==> src/rtl/rv32i_mem_pkg.sv <==
// Shared RV32I data-memory definitions: funct3 encodings for loads and stores,
// load-unit FSM states, and the access-size helper.
package rv32i_mem_pkg;

  localparam logic [2:0] Funct3Lb  = 3'b000;
  localparam logic [2:0] Funct3Lh  = 3'b001;
  localparam logic [2:0] Funct3Lw  = 3'b010;
  localparam logic [2:0] Funct3Lbu = 3'b100;
  localparam logic [2:0] Funct3Lhu = 3'b101;

  localparam logic [2:0] Funct3Sb  = 3'b000;
  localparam logic [2:0] Funct3Sh  = 3'b001;
  localparam logic [2:0] Funct3Sw  = 3'b010;

  typedef enum logic [2:0] {
    StIdle,
    StReq0,
    StWait0,
    StReq1,
    StWait1,
    StDone
  } ld_state_e;

  // Bytes moved by a load; 0 marks an illegal load funct3.
  function automatic logic [2:0] access_size(input logic [2:0] funct3);
    case (funct3)
      Funct3Lb, Funct3Lbu: access_size = 3'd1;
      Funct3Lh, Funct3Lhu: access_size = 3'd2;
      Funct3Lw:            access_size = 3'd4;
      default:             access_size = 3'd0;
    endcase
  endfunction

endpackage

==> src/rtl/load_extract_rv32i.sv <==
// Combinational byte alignment and sign/zero extension of RV32I load data
// taken from a little-endian {hi, lo} word pair.
module load_extract_rv32i
  import rv32i_mem_pkg::*;
(
  input  logic [31:0] word_hi,
  input  logic [31:0] word_lo,
  input  logic [1:0]  offset,
  input  logic [2:0]  funct3,
  output logic [31:0] result
);

  logic [31:0] window;

  always_comb begin
    window = 32'({word_hi, word_lo} >> {offset, 3'b000});
    result = '0;
    case (funct3)
      Funct3Lb:  result = {{24{window[7]}}, window[7:0]};
      Funct3Lh:  result = {{16{window[15]}}, window[15:0]};
      Funct3Lw:  result = window;
      Funct3Lbu: result = {24'h0, window[7:0]};
      Funct3Lhu: result = {16'h0, window[15:0]};
      default:   result = '0;
    endcase
  end

endmodule

==> src/rtl/dmem_load_unit_rv32i.sv <==
// RV32I load unit in front of a synchronous-read data RAM: sequences one or two word
// reads, then aligns and extends the result. MISALIGNED_SPLIT_EN enables misaligned loads.
module dmem_load_unit_rv32i
  import rv32i_mem_pkg::*;
#(
  parameter int unsigned DMEM_AW     = 8,
  parameter bit          RANGE_CHECK = 1'b1
) (
  input  logic               clock,
  input  logic               reset,
  input  logic               ld_req,
  input  logic [2:0]         ld_type,
  input  logic [31:0]        ld_addr,
  output logic               ld_busy,
  output logic               ld_valid,
  output logic [31:0]        ld_data,
  output logic               ld_fault,
  output logic               mem_re,
  output logic [DMEM_AW-1:0] mem_addr,
  input  logic [31:0]        mem_rdata
);

  ld_state_e          state_q, state_d;
  logic [2:0]         type_q, type_d;
  logic [1:0]         offset_q, offset_d;
  logic               fault_q, fault_d;
  logic               split_q, split_d;
  logic [31:0]        lo_q, lo_d, hi_q, hi_d;
  logic               busy_q, valid_q, valid_d, fault_out_q, fault_out_d, re_q, re_d;
  logic [31:0]        data_q, data_d;
  logic [DMEM_AW-1:0] maddr_q, maddr_d;

  logic [2:0]         req_size;
  logic [DMEM_AW-1:0] req_word;
  logic               req_split, req_misaligned, req_out_of_range, req_fault;
  logic [31:0]        extracted;

  always_comb begin
    req_size         = access_size(ld_type);
    req_word         = ld_addr[DMEM_AW+1:2];
    req_out_of_range = RANGE_CHECK && ((ld_addr >> (DMEM_AW + 2)) != 32'd0);
`ifdef MISALIGNED_SPLIT_EN
    req_split        = (4'(ld_addr[1:0]) + 4'(req_size)) > 4'd4;
    req_misaligned   = 1'b0;
`else
    req_split        = 1'b0;
    req_misaligned   = ((req_size == 3'd2) && ld_addr[0]) ||
                       ((req_size == 3'd4) && (ld_addr[1:0] != 2'b00));
`endif
    // With range checking a split at the top word would read past the RAM; without it, wrap.
    req_fault = (req_size == 3'd0) || req_out_of_range || req_misaligned ||
                (RANGE_CHECK && req_split && (&req_word));
  end

  load_extract_rv32i u_extract (
    .word_hi (hi_q),
    .word_lo (lo_q),
    .offset  (offset_q),
    .funct3  (type_q),
    .result  (extracted)
  );

  always_comb begin
    state_d     = state_q;
    type_d      = type_q;
    offset_d    = offset_q;
    fault_d     = fault_q;
    split_d     = split_q;
    lo_d        = lo_q;
    hi_d        = hi_q;
    re_d        = 1'b0;
    maddr_d     = maddr_q;
    valid_d     = 1'b0;
    fault_out_d = 1'b0;
    data_d      = data_q;
    unique case (state_q)
      StIdle: begin
        if (ld_req) begin
          type_d   = ld_type;
          offset_d = ld_addr[1:0];
          split_d  = req_split;
          fault_d  = req_fault;
          if (req_fault) begin
            state_d = StDone;
          end else begin
            state_d = StReq0;
            re_d    = 1'b1;
            maddr_d = req_word;
          end
        end
      end
      StReq0:  state_d = StWait0;
      StWait0: begin
        lo_d = mem_rdata;
        if (split_q) begin
          state_d = StReq1;
          re_d    = 1'b1;
          maddr_d = maddr_q + DMEM_AW'(1);
        end else begin
          state_d = StDone;
        end
      end
      StReq1:  state_d = StWait1;
      StWait1: begin
        hi_d    = mem_rdata;
        state_d = StDone;
      end
      StDone: begin
        valid_d     = 1'b1;
        fault_out_d = fault_q;
        data_d      = fault_q ? 32'h0 : extracted;
        state_d     = StIdle;
      end
      default: state_d = StIdle;
    endcase
  end

  always_ff @(posedge clock or posedge reset) begin
    if (reset) begin
      state_q     <= StIdle;
      type_q      <= '0;
      offset_q    <= '0;
      fault_q     <= 1'b0;
      split_q     <= 1'b0;
      lo_q        <= '0;
      hi_q        <= '0;
      busy_q      <= 1'b0;
      valid_q     <= 1'b0;
      fault_out_q <= 1'b0;
      re_q        <= 1'b0;
      data_q      <= '0;
      maddr_q     <= '0;
    end else begin
      state_q     <= state_d;
      type_q      <= type_d;
      offset_q    <= offset_d;
      fault_q     <= fault_d;
      split_q     <= split_d;
      lo_q        <= lo_d;
      hi_q        <= hi_d;
      busy_q      <= (state_d != StIdle);
      valid_q     <= valid_d;
      fault_out_q <= fault_out_d;
      re_q        <= re_d;
      data_q      <= data_d;
      maddr_q     <= maddr_d;
    end
  end

  assign ld_busy  = busy_q;
  assign ld_valid = valid_q;
  assign ld_data  = data_q;
  assign ld_fault = fault_out_q;
  assign mem_re   = re_q;
  assign mem_addr = maddr_q;

endmodule

==> config.mk <==
export PLATFORM = sky130hd
export DESIGN_NAME = dmem_load_unit_rv32i
export DESIGN_NICKNAME = d
export VERILOG_FILES = /design/src/rtl/rv32i_mem_pkg.sv /design/src/rtl/load_extract_rv32i.sv /design/src/rtl/dmem_load_unit_rv32i.sv
export SDC_FILE = /design/constraint.sdc
export NUM_CORES = 1
export LEC_CHECK = 0
export BUFFER_PORTS_ARGS = -buffer_cell sky130_fd_sc_hd__buf_2
export CORE_MARGIN = 2
export CORE_UTILIZATION = 55
export DETAILED_ROUTE_END_ITERATION = 10
export GPL_ROUTABILITY_DRIVEN = 0
export PLACE_DENSITY = 0.83
export SKIP_CTS_REPAIR_TIMING = 1
export SYNTH_ARGS = -nofsm -noshare
export SYNTH_HDL_FRONTEND = slang
export SYNTH_HIERARCHICAL = 1
export SYNTH_SLANG_ARGS = --single-unit
==> constraint.sdc <==
create_clock -name clock -period 4.6 [get_ports clock]
set_input_delay 1.15 -clock clock [delete_from_list [all_inputs] [get_ports clock]]
set_output_delay 1.15 -clock clock [all_outputs]
set_load 0.01 [all_outputs]
==> flow_summary.yaml <==
status:
  status: "finished, final reports clean"
placed_design:
  io_buffers: 113
  dp.cells: 660
  dp_hpwl_um: 8250
  dp_slack_ns: 1.64
clocking:
  clock_latency_ns: 0.38
  htreeDepth: 3
  cts_tree: "built"
  clock_sinks: 109
  path_clk_slew_ns: 0.09
  root_buffer: "clkbuf_8"
  cts_buffers: 9
  clockBufferDepth: 2
routing:
  vias: 3771
  drtIter0Drc: 256
  ant_nets: 0
  wire_per_inst_um: 16.7
  drc: 0
  via_per_inst: 5.60
  firstDrtPassIters: 6
  wl_um: 11300
final_layout:
  nets: 608
  area_delta_synth_final_pct: 15.0
  n_antenna_cell: 0
  n_fill_cell: 778
  instances_no_fill: 673
  drive_gt1_share_pct: 44.3
timing:
  fin_crit_sh_pct: 55.4
  max_freq_mhz: 392
  tightest_slew_ns: 1.25
  skew_ns: 0.00578
  final-setup-viol-count: 0
  final.setup.tns_ns: 0
  drv_slew: 0
  min_period_ns: 2.55
  rsz0062_at_grt: "false"
  finalWorstSetupSlack_ns: 2.05
  hold_viol: 0
  max-slew-margin-rel_pct: 16.6
global_routing:
  grt_use_total_pct: 22.7
  grt_max_degree: 67
  overflow: 0
  grt_pass1_vias: 3642
  grt_pass1_wl_um: 18300
  antenna_found_initial: 0
die:
  die-height_um: 103
  die_w_um: 103
  rows: 36
  die_area_sq_um: 10600
  initial_utilization_pct: 56.1
  boundaryPins: 114
  coreArea_sq_um: 9640
synth:
  ys_warn_count: 6
  syn_nets: 510
  avgSynthCellArea_sq_um: 12.3
  syn_area_sq_um: 5410
  postSynthCellCount: 440
power:
  p_per_area_nw_per_um2: 630
  ir_drop_mv: 0.315
  p_leak_nw: 2.84
worst_setup_path:
  reg2regPathDepth: 5
  worstSetupPathType: "primary input to register"
  crit_arrival_ns: 2.81
  cp_data_required_time_ns: 4.86
  crit_fanout: 10
  end_kind: "register"
  critPathLaunchType: "primary input"
min_path:
  holdPathStages: 2
  hold_path_class: "register to register"
job:
  cap_violations: 0
==> registers in the layout (all words and copies together), names as in the netlist <==
| signal | cells |
|---|---|
| ld_fault | 1 |
| offset_q | 2 |
| ld_busy | 1 |
| lo_q | 32 |
| hi_q | 24 |
| ld_valid | 1 |
| mem_re | 1 |
| type_q | 3 |
| mem_addr | 8 |
| ld_data | 32 |
| fault_q | 1 |
| state_q | 3 |
==> worst max-delay path: stages <==
cell and delay [ns]:
buf_2 0.11, nor4b_4 0.42, inv_2 0.11, nor4_4 0.62, mux2_2 0.41
==> power breakdown <==
group | leakage, nW | switching [mW] | internal [mW] | total (mW)
combinational | 1.35 | 0.713 | 0.972 | 1.68
clock | 0.101 | 0.300 | 0.313 | 0.613
sequential | 1.38 | 0.358 | 1.26 | 1.62
total | 2.84 | 1.37 | 2.55 | 3.92
==> routing by layer <==
layer / routed length [um] / global-route usage, % / part of all wire, %
met5: 0 / 0 / 0
met4: 191 / 7.79 / 1.7
met3: 588 / 4.41 / 5.2
met2: 5320 / 35.0 / 47
met1: 5160 / 32.9 / 46
==> path summary, 6_finish.rpt <==
check | startpoint | endpoint | slack [ns]
min in group asynchronous | reset | mem_addr[6] | 0.78
hold / removal | ld_data[19] | ld_data[19] | 0.48
hold reg to reg | ld_data[19] | ld_data[19] | 0.48
setup reg to reg | offset_q[0] | ld_data[11] | 2.19
max in group asynchronous | reset | lo_q[11] | 2.90
setup / recovery | ld_req | mem_addr[1] | 2.05
==> final cells by class <==
| class | instances | area (sq um) | area share [%] |
|---|---|---|---|
| Clock buffer | 11 | 141 | 2.27 |
| Clock inverter | 2 | 60.1 | 0.966 |
| Inverter | 11 | 43.8 | 0.704 |
| Multi-Input combinational cell | 288 | 2470 | 39.7 |
| Sequential cell | 109 | 2730 | 43.9 |
| Tap cell | 133 | 166 | 2.68 |
| Timing Repair Buffer | 119 | 611 | 9.82 |
==> metrics by stage <==
step | area (sq um) | hold WS (ns) | power [mW] | util [%]
global route | 6220 | 0.504 | 4.16 | 64.5
global placement | 6020 | 0.460 | 3.22 | 62.4
finish | 6220 | 0.480 | 3.92 | 64.5
floorplan | 5410 | 0.473 | 2.98 | -
CTS | 6220 | 0.487 | 3.92 | 64.5
detailed placement | 6020 | 0.465 | 3.31 | 62.4
==> cell usage in the layout, fill, tap and decap left out, types with 2 or more instances in the layout <==
cell type / count
a21oi_1: 3
a31oi_1: 16
and2_1: 2
buf_2: 113
buf_4: 6
bufinv_16: 2
clkbuf_8: 10
dfrtp_1: 108
inv_1: 8
mux2_2: 71
mux2i_1: 3
mux4_1: 3
mux4_2: 28
nand2_1: 83
nand3b_1: 2
nor2_1: 9
nor2b_1: 11
nor4_1: 7
o21ai_0: 40
No activity file was read; power rests on OpenSTA's default activity.
